`src/rtl/store_drain_buffer_if.sv`:
```
// Retire-side, D-cache write-side and store-queue ack signals of the store drain buffer.
// The slave modport is the buffer itself; master is whatever surrounds it.
interface store_drain_buffer_if #(
  parameter int N_WAY    = 2,
  parameter int DEPTH    = 8,
  parameter int XLEN     = 32,
  parameter int SQ_IDX_W = 4
);
  localparam int CNT_W = $clog2(DEPTH) + 1;

  logic [N_WAY-1:0]          ret_valid;
  logic [N_WAY*XLEN-1:0]     ret_addr;
  logic [N_WAY*XLEN-1:0]     ret_data;
  logic [N_WAY*2-1:0]        ret_size;
  logic [N_WAY*SQ_IDX_W-1:0] ret_pos;
  logic [CNT_W-1:0]          free_slots;

  logic                      dc_wr_valid;
  logic [XLEN-1:0]           dc_wr_addr;
  logic [XLEN-1:0]           dc_wr_data;
  logic [3:0]                dc_wr_be;
  logic                      dc_wr_ready;

  logic                      sq_ack_valid;
  logic [SQ_IDX_W-1:0]       sq_ack_pos;
  logic                      misalign_err;
  logic                      overflow_err;

  modport slave (
    input  ret_valid, ret_addr, ret_data, ret_size, ret_pos, dc_wr_ready,
    output free_slots, dc_wr_valid, dc_wr_addr, dc_wr_data, dc_wr_be,
           sq_ack_valid, sq_ack_pos, misalign_err, overflow_err
  );

  modport master (
    output ret_valid, ret_addr, ret_data, ret_size, ret_pos, dc_wr_ready,
    input  free_slots, dc_wr_valid, dc_wr_addr, dc_wr_data, dc_wr_be,
           sq_ack_valid, sq_ack_pos, misalign_err, overflow_err
  );
endinterface

```
`src/rtl/store_drain_buffer.sv`:
```
// In-order FIFO between store-queue retire and the D-cache write port. Entries are
// stored already lane-formatted, so the drain side is a plain register read.
module store_drain_buffer #(
  parameter int N_WAY    = 2,
  parameter int DEPTH    = 8,
  parameter int XLEN     = 32,
  parameter int SQ_IDX_W = 4
) (
  input logic                 clock,
  input logic                 reset_n,
  store_drain_buffer_if.slave bus
);
  localparam int PTR_W = $clog2(DEPTH);
  localparam int CNT_W = PTR_W + 1;

  logic [XLEN-1:0]     addr_q [DEPTH];
  logic [XLEN-1:0]     addr_d [DEPTH];
  logic [XLEN-1:0]     data_q [DEPTH];
  logic [XLEN-1:0]     data_d [DEPTH];
  logic [3:0]          be_q   [DEPTH];
  logic [3:0]          be_d   [DEPTH];
  logic [SQ_IDX_W-1:0] pos_q  [DEPTH];
  logic [SQ_IDX_W-1:0] pos_d  [DEPTH];

  logic [PTR_W-1:0]    head_q, head_d, tail_q, tail_d, slot;
  logic [CNT_W-1:0]    count_q, count_d, free_slots, accepted;
  logic                ack_valid_q, ack_valid_d;
  logic [SQ_IDX_W-1:0] ack_pos_q, ack_pos_d;
  logic                misalign_q, misalign_d, overflow_q, overflow_d;
  logic                fire, dc_valid;
  logic [XLEN-1:0]     way_addr, way_data;
  logic [1:0]          way_size;
  logic                way_bad;

  function automatic logic is_misaligned(input logic [1:0] size, input logic [1:0] off);
    case (size)
      2'd0:    return 1'b0;
      2'd1:    return off[0];
      2'd2:    return off != 2'd0;
      default: return 1'b1;
    endcase
  endfunction

  function automatic logic [3:0] lane_be(input logic [1:0] size, input logic [1:0] off);
    case (size)
      2'd0:    return 4'b0001 << off;
      2'd1:    return 4'b0011 << off;
      default: return 4'hF;
    endcase
  endfunction

  function automatic logic [XLEN-1:0] lane_data(input logic [1:0] size, input logic [XLEN-1:0] d);
    case (size)
      2'd0:    return {4{d[7:0]}};
      2'd1:    return {2{d[15:0]}};
      default: return d;
    endcase
  endfunction

  assign free_slots = CNT_W'(DEPTH) - count_q;
  assign dc_valid   = count_q != '0;

  // Compact valid ways into the tail, limited by the registered free count.
  always_comb begin
    addr_d     = addr_q;
    data_d     = data_q;
    be_d       = be_q;
    pos_d      = pos_q;
    misalign_d = misalign_q;
    overflow_d = overflow_q;
    accepted   = '0;
    slot       = '0;
    way_addr   = '0;
    way_data   = '0;
    way_size   = '0;
    way_bad    = 1'b0;
    for (int w = 0; w < N_WAY; w++) begin
      way_addr = bus.ret_addr[w*XLEN +: XLEN];
      way_data = bus.ret_data[w*XLEN +: XLEN];
      way_size = bus.ret_size[w*2 +: 2];
      way_bad  = is_misaligned(way_size, way_addr[1:0]);
      if (bus.ret_valid[w]) begin
        if (way_bad) misalign_d = 1'b1;
        if (accepted < free_slots) begin
          slot         = tail_q + accepted[PTR_W-1:0];
          addr_d[slot] = {way_addr[XLEN-1:2], 2'b00};
          data_d[slot] = lane_data(way_size, way_data);
          be_d[slot]   = way_bad ? 4'h0 : lane_be(way_size, way_addr[1:0]);
          pos_d[slot]  = bus.ret_pos[w*SQ_IDX_W +: SQ_IDX_W];
          accepted     = accepted + 1'b1;
        end else begin
          overflow_d = 1'b1;
        end
      end
    end

    fire        = dc_valid & bus.dc_wr_ready;
    head_d      = head_q + PTR_W'(fire);
    tail_d      = tail_q + accepted[PTR_W-1:0];
    count_d     = count_q + accepted - CNT_W'(fire);
    ack_valid_d = fire;
    ack_pos_d   = fire ? pos_q[head_q] : '0;
  end

  always_ff @(posedge clock) begin
    if (!reset_n) begin
      for (int i = 0; i < DEPTH; i++) begin
        addr_q[i] <= '0;
        data_q[i] <= '0;
        be_q[i]   <= '0;
        pos_q[i]  <= '0;
      end
      head_q      <= '0;
      tail_q      <= '0;
      count_q     <= '0;
      ack_valid_q <= 1'b0;
      ack_pos_q   <= '0;
      misalign_q  <= 1'b0;
      overflow_q  <= 1'b0;
    end else begin
      for (int i = 0; i < DEPTH; i++) begin
        addr_q[i] <= addr_d[i];
        data_q[i] <= data_d[i];
        be_q[i]   <= be_d[i];
        pos_q[i]  <= pos_d[i];
      end
      head_q      <= head_d;
      tail_q      <= tail_d;
      count_q     <= count_d;
      ack_valid_q <= ack_valid_d;
      ack_pos_q   <= ack_pos_d;
      misalign_q  <= misalign_d;
      overflow_q  <= overflow_d;
    end
  end

  assign bus.free_slots   = free_slots;
  assign bus.dc_wr_valid  = dc_valid;
  assign bus.dc_wr_addr   = dc_valid ? addr_q[head_q] : '0;
  assign bus.dc_wr_data   = dc_valid ? data_q[head_q] : '0;
  assign bus.dc_wr_be     = dc_valid ? be_q[head_q] : '0;
  assign bus.sq_ack_valid = ack_valid_q;
  assign bus.sq_ack_pos   = ack_pos_q;
  assign bus.misalign_err = misalign_q;
  assign bus.overflow_err = overflow_q;
endmodule

```
`src/flat_wrapper.sv`:
```
// flat-port wrapper written by rule: the top's interface ports become plain ports
module store_drain_buffer_flat 
#(
  parameter int N_WAY    = 2,
  parameter int DEPTH    = 8,
  parameter int XLEN     = 32,
  parameter int SQ_IDX_W = 4
)
  (clock, reset_n, bus_ret_valid, bus_ret_addr, bus_ret_data, bus_ret_size, bus_ret_pos, bus_dc_wr_ready, bus_free_slots, bus_dc_wr_valid, bus_dc_wr_addr, bus_dc_wr_data, bus_dc_wr_be, bus_sq_ack_valid, bus_sq_ack_pos, bus_misalign_err, bus_overflow_err);
  store_drain_buffer_if #(.N_WAY(N_WAY), .DEPTH(DEPTH), .XLEN(XLEN), .SQ_IDX_W(SQ_IDX_W)) bus_i ();
  input logic clock;
  input logic reset_n;
  input wire logic [$bits(bus_i.ret_valid)-1:0] bus_ret_valid;
  input wire logic [$bits(bus_i.ret_addr)-1:0] bus_ret_addr;
  input wire logic [$bits(bus_i.ret_data)-1:0] bus_ret_data;
  input wire logic [$bits(bus_i.ret_size)-1:0] bus_ret_size;
  input wire logic [$bits(bus_i.ret_pos)-1:0] bus_ret_pos;
  input wire logic [$bits(bus_i.dc_wr_ready)-1:0] bus_dc_wr_ready;
  output wire logic [$bits(bus_i.free_slots)-1:0] bus_free_slots;
  output wire logic [$bits(bus_i.dc_wr_valid)-1:0] bus_dc_wr_valid;
  output wire logic [$bits(bus_i.dc_wr_addr)-1:0] bus_dc_wr_addr;
  output wire logic [$bits(bus_i.dc_wr_data)-1:0] bus_dc_wr_data;
  output wire logic [$bits(bus_i.dc_wr_be)-1:0] bus_dc_wr_be;
  output wire logic [$bits(bus_i.sq_ack_valid)-1:0] bus_sq_ack_valid;
  output wire logic [$bits(bus_i.sq_ack_pos)-1:0] bus_sq_ack_pos;
  output wire logic [$bits(bus_i.misalign_err)-1:0] bus_misalign_err;
  output wire logic [$bits(bus_i.overflow_err)-1:0] bus_overflow_err;
  assign bus_i.ret_valid = bus_ret_valid;
  assign bus_i.ret_addr = bus_ret_addr;
  assign bus_i.ret_data = bus_ret_data;
  assign bus_i.ret_size = bus_ret_size;
  assign bus_i.ret_pos = bus_ret_pos;
  assign bus_i.dc_wr_ready = bus_dc_wr_ready;
  assign bus_free_slots = bus_i.free_slots;
  assign bus_dc_wr_valid = bus_i.dc_wr_valid;
  assign bus_dc_wr_addr = bus_i.dc_wr_addr;
  assign bus_dc_wr_data = bus_i.dc_wr_data;
  assign bus_dc_wr_be = bus_i.dc_wr_be;
  assign bus_sq_ack_valid = bus_i.sq_ack_valid;
  assign bus_sq_ack_pos = bus_i.sq_ack_pos;
  assign bus_misalign_err = bus_i.misalign_err;
  assign bus_overflow_err = bus_i.overflow_err;
  store_drain_buffer #(.N_WAY(N_WAY), .DEPTH(DEPTH), .XLEN(XLEN), .SQ_IDX_W(SQ_IDX_W)) u_core (.clock(clock), .reset_n(reset_n), .bus(bus_i));
endmodule
```
`config.mk`:
```
export PLATFORM = sky130hd
export DESIGN_NAME = store_drain_buffer_flat
export DESIGN_NICKNAME = d
export VERILOG_FILES = /design/src/rtl/store_drain_buffer_if.sv /design/src/rtl/store_drain_buffer.sv /design/src/flat_wrapper.sv
export SDC_FILE = /design/constraint.sdc
export NUM_CORES = 2
export LEC_CHECK = 0
export BUFFER_PORTS_ARGS = -buffer_cell sky130_fd_sc_hd__buf_2
export CAP_MARGIN = 25
export CORE_ASPECT_RATIO = 0.8
export CORE_UTILIZATION = 51
export CTS_CLUSTER_SIZE = 25
export DETAILED_ROUTE_END_ITERATION = 10
export GPL_ROUTABILITY_DRIVEN = 1
export PLACE_DENSITY = 0.77
export SLEW_MARGIN = 10
export SYNTH_ARGS = -nofsm -noshare
export SYNTH_HDL_FRONTEND = slang
export SYNTH_SLANG_ARGS = --single-unit
export TNS_END_PERCENT = 20
```
`constraint.sdc`:
```
create_clock -name clock -period 3.85 [get_ports clock]
set_input_delay 0.5775 -clock clock [delete_from_list [all_inputs] [get_ports clock]]
set_output_delay 0.5775 -clock clock [all_outputs]
set_load 0.01 [all_outputs]
```
### Word level (Yosys, flattened, before mapping)

Cells that the tools add are included.

* memories: 0
* memory bits (read-only): 0
* bits in latches: 0
* bits in writable memories: 0
* output and inout port bits: 80
* input port bits: 145
* register bits: 593
* logic and storage cells: 148

* div/mod/pow operators: 0
* $mul: 0
* equal/unequal tests: 4
* shift-type cells: 4
* $add $sub $neg: 7
* muxes and demuxes: 75
* bitwise gates (word level): 4
* reduce and logical (&&, ||, !) cells: 8
* order comparisons: 7

Operator list (number)
* $mux 256: 8
* $bwmux 256: 4
* $mux 32: 20
* $bmux 32 s3: 2
* $demux 32 s3: 2
* $bwmux 32: 4
* $pmux 32 s2: 2
* $mux 4: 16
* $bmux 4 s3: 2
* $demux 4 s3: 2
* $pmux 4 s2: 2
* $ge 4x4->1 const B: 3
* $not 3->4: 3
* $mux 1: 9
* $lt 4x1->1 const B: 2
* $shl 1x2->4 const A: 2
* $shl 2x2->4 const A: 2
* $add 3x3->3: 2
* $pmux 1 s3: 2
* $add 4x1->4 const B: 1
* $add 4x4->4: 1
* $eq 2x1->1 const B: 2
* $eq 2x2->1 const B: 2
* $logic_not 2->1: 2
* other kinds (10): 12

### Logic depth before layout (Yosys ltp)

* depth after elaboration: 13
* depth in mapped cells: 16
* depth with buffers taken out: 14

### Worst setup path after synthesis

OpenSTA, ideal clock, no wires.

* kind: reg-to-reg
* from: reg u_core.count_q[0]
* to: reg u_core.data_q[108] in the netlist's numbering
* arrival: 3115 ps
* data required time: 3713 ps
* path buffers: 4
* stages on the path, launching flop included: 17
* setup time: 137 ps
* period minus slack after synthesis: 3251 ps
* setup slack: 599 ps
* cells stage by stage: dfxtp_1 > inv_1 > ha_1 > clkbuf_1 > nor3b_1 > a41oi_1 > buf_4 > nor2_1 > nor2_1 > ha_1 > ha_1 > buf_2 > nor3_1 > o211ai_1 > nand2_1 > clkbuf_1 > o22ai_1

* word-level cells in the longest chain between the ends: 13
* elaborated cells on any way between the ends: 17
* classes of those cells: 2 x add/sub; 4 x order compare; 9 x mux; 1 x bitwise; 1 x reduce/logical

RTL lines
* start: declaration: RTL line store_drain_buffer.sv:26 `logic [CNT_W-1:0] count_q, count_d, free_slots, accepted;`
* start signal: assignment: RTL line store_drain_buffer.sv:129 `count_q <= count_d;`
* $sub 4x4->4 (*): RTL line store_drain_buffer.sv:60 `assign free_slots = CNT_W'(DEPTH) - count_q;`
* $lt 1x4->1: RTL line store_drain_buffer.sv:84 `if (accepted < free_slots) begin`
* $mux 1: RTL line store_drain_buffer.sv:84
* $mux 4: RTL line store_drain_buffer.sv:82 `if (bus.ret_valid[w]) begin`
* $add 3x3->3: RTL line store_drain_buffer.sv:85 `slot = tail_q + accepted[PTR_W-1:0];`
* $not 3->4 (implied by the code): RTL line store_drain_buffer.sv:87 `data_d[slot] = lane_data(way_size, way_data);`
* $ge 4x4->1 (implied by the code) / $lt 4x1->1 (equally long branches): RTL line store_drain_buffer.sv:87
* $logic_and 1x1->1 (implied by the code): RTL line store_drain_buffer.sv:87
* $mux 32 (implied by the code): RTL line store_drain_buffer.sv:87
* $demux 32 s3: RTL line store_drain_buffer.sv:87
* $bwmux 256: RTL line store_drain_buffer.sv:87
* $mux 256: RTL line store_drain_buffer.sv:84
* $mux 256 (*): RTL line store_drain_buffer.sv:82
* end signal: indexed assignment: RTL line store_drain_buffer.sv:123 `data_q[i] <= data_d[i];`
* end: declaration: RTL line store_drain_buffer.sv:18 `logic [XLEN-1:0] data_q [DEPTH];`

Mark *: on every way between the ends. The rest lies on a longest branch, timed or not.
A chain may end at the register's enable or synchronous reset.

### Final worst setup path

* from: reg u_core.count_q[0]
* to: reg u_core.data_q[90] in the netlist's numbering

Same word-level chain as after synthesis.

==> out/metrics.yaml <==
io_pins: 225
synth_top_cells_by_area: "dfxtp_1, nand2_1, mux4_2, a31oi_1, o21ai_0"
ff_latch_area_um2: 11880
synth-edff-count: 0
postSynthAreaPerCell_um2: 8.536
grt_use_total_pct: 34.16
cp.arrival_ps: 4190
leakage_nw: 11.15
htreeDepth: 2
path_clk_slew_ps: 70
place.gp.congestion: 0.8834
max-cap-violations: 0
synth-seq-cells: 593
worst_slew_pin_slew_ps: 1018
post-dp-hpwl_um: 61590
grt_max_degree: 136
cts.hold.buffers_added: 0
synth_top_cell_area_share_pct: 39.46
cts-root-buf: "clkbuf_16"
drv_slew: 0
synthFlopType: "dfxtp_1"
finalSetupTns_ps: 0
power.total_mw: 23.43
routed-via-count: 29000
grt_pass1_wl_um: 160700
postRouteAntennaNets: 0
syn2layout_area_growth_pct: 11.80
min-delay-path-class: "in -> reg"
r2r_start: "u_core.count_q[0]"
period_needed_ps: 3695
io_buffers: 224
cp-start-kind: "flop"
num-fill-cells: 4998
synthDistinctLibCells: 48
core_area_um2: 58220
syn-instance-count: 3524
clkLatencyLatePin_ps: 630
skew_ps: 13.86
cts_tree: "done"
placementRows: 79
yosysSeqAreaShare_pct: 39.46
required_ps: 4340
grt_antenna_before_repair: 5
min_from: "bus_ret_addr[10]"
wl_um: 105200
power.density_nw_per_um2: 696.7
routedWlPerCell_um: 24.26
grt_pass1_vias: 27510
die_w_um: 273.5
rsz0062_at_grt: "no"
setup.worst_path.end_class: "flop"
drcViolationCount: 0
setup_viol_count_final: 0
irDropWorstVdd_uv: 475.6
mappedNetlistNets: 3684
die-area_um2: 59970
yosysTopAreaCell: "dfxtp_1"
firstDrtPassIters: 6
clock_path_buffers: 3
post-cts-setup-buffer-count: 0
status: "finished clean"
start_util_pct: 51.67
postLayoutCellArea_um2: 33630
drt_iter0_drc: 3786
synthArstFlopShare_pct: 0
finalHoldViolCount: 0
synth_warnings: 0
placed_area_um2: 31520
nets: 3675
numCtsBuffers: 58
syn-cell-area_um2: 30080
fmax_mhz: 270.6
critPathLaunch: "u_core.count_q[0]"
rrSetupSlack_ps: 150
multiInputGateArea_um2: 16490
grt_overflow: 0
relSlewSlack_pct: 31.41
finalCritPeriodShare_pct: 95.98
worstSetupPathType: "reg -> reg"
avgViaCountPerCell: 6.688
die_h_um: 219.2
numClockSinks: 593
drive_above_1_share_pct: 17.54
critPathMaxFanout: 28
## placed cells by master, fill, tap and decap left out, types with 6 or more instances in the layout
cell type / netlist / routed
xnor2_1: 7 / 7
buf_12: 0 / 23
buf_2: 96 / 224
nand2_1: 891 / 891
a21oi_1: 6 / 6
clkinv_2: 0 / 14
a31oi_1: 426 / 426
mux2_2: 32 / 32
o21ai_1: 11 / 11
and2_1: 12 / 11
mux2i_1: 216 / 216
clkbuf_1: 224 / 10
inv_1: 19 / 19
nor3_1: 7 / 6
buf_4: 48 / 71
o22ai_1: 128 / 128
o211ai_1: 7 / 7
nor2_1: 101 / 101
o21ai_0: 441 / 441
a211oi_4: 2 / 8
mux4_2: 144 / 144
clkbuf_16: 0 / 62
o32ai_1: 8 / 8
ha_1: 14 / 14
clkbuf_8: 0 / 13
bufinv_16: 0 / 6
dfxtp_1: 593 / 590
nor3b_1: 14 / 14
## per-layer routing
layer  track usage (%)  part of all wire, %
met4             17.23                  4.7
met5                 0                0.012
met3             6.237                   12
met2             52.16                   44
met1             46.35                   39
## Yosys cell counts, types with 3 or more instances
cell / instances
nand2_1: 891
dfxtp_1: 593
o21ai_0: 441
a31oi_1: 426
clkbuf_1: 224
mux2i_1: 216
mux4_2: 144
o22ai_1: 128
nor2_1: 101
buf_2: 96
buf_4: 48
mux2_2: 32
buf_1: 22
inv_1: 19
ha_1: 14
nor3b_1: 14
and2_1: 12
o21ai_1: 11
a211oi_1: 8
o32ai_1: 8
nor3_1: 7
o211ai_1: 7
xnor2_1: 7
a21oi_1: 6
xor2_1: 5
and4_1: 4
nand2_2: 4
o2111ai_4: 4
nand3_1: 3
o211ai_2: 3
## flip-flops by register name, indices dropped and copies added, names as in the netlist, 3 cells and up
name,flops
u_core.tail_q,3
u_core.head_q,3
u_core.pos_q,32
u_core.be_q,32
u_core.data_q,256
u_core.bus.sq_ack_pos,4
u_core.count_q,4
u_core.addr_q,256
## kinds of logic after synthesis
| group | synth area share [%] |
|---|---|
| adders and majority gates | 0.6488 |
| buffers and inverters | 6.151 |
| DFF | 39.46 |
| muxes | 19.17 |
| and+or+nand+nor | 13.57 |
| AOI/OAI and AO/OA | 20.65 |
| xor gates and xnor gates | 0.3494 |
## path summary, 6_finish.rpt
path / endpoint / cells after the start
setup / recovery: u_core.data_q[90] / 13
hold / removal: u_core.addr_q[202] / 3
setup reg to reg: u_core.data_q[90] / 13
hold reg to reg: u_core.addr_q[171] / 2
## power breakdown
group          leakage (nW)  internal (mW)  switching, mW  total (mW)
logic                  5.33           3.36           5.60        8.96
clock network          1.01           3.58           2.55        6.13
registers              4.82           7.51          0.828        8.34
## critical path: stages, from the launching register on
cell and delay [ps]:
dfxtp_1 410, inv_1 120, ha_1 300, nor3b_1 260, a41oi_2 70, nor2_1 160
nor2_1 80, ha_1 190, ha_1 420, nor3_2 490, o211ai_4 350, buf_4 350
o21ai_0 260, a31oi_1 80
## metrics by stage
stage               instances  setup WS (ps)  hold slack [ps]  utilization (%)
finish                   4337          154.8            280.6            57.77
global route             4335          7.582            279.7            57.76
CTS                      4328          228.8            261.2            57.65
detailed placement       4220          273.8            458.6            54.14
global placement         4220          389.3            453.8            54.14
floorplan                3524          598.8            445.1                -
## timing repair
item                                    in CTS  in global routing
endpoints found under the hold margin        0                  0
endpoints found under the setup margin       0                  8
resized for setup                            0                  1
## cell type report
cell class / instances / share of cell area (%)
diodes: 5 / 0.03720
clock buffers: 85 / 5.257
clock inverters: 23 / 0.8148
inverters: 20 / 0.2232
multi-input cells: 2521 / 49.04
flip-flops and latches: 593 / 35.33
well taps: 769 / 2.861
repair buffers: 321 / 6.436
No activity file was read; power rests on OpenSTA's default activity.
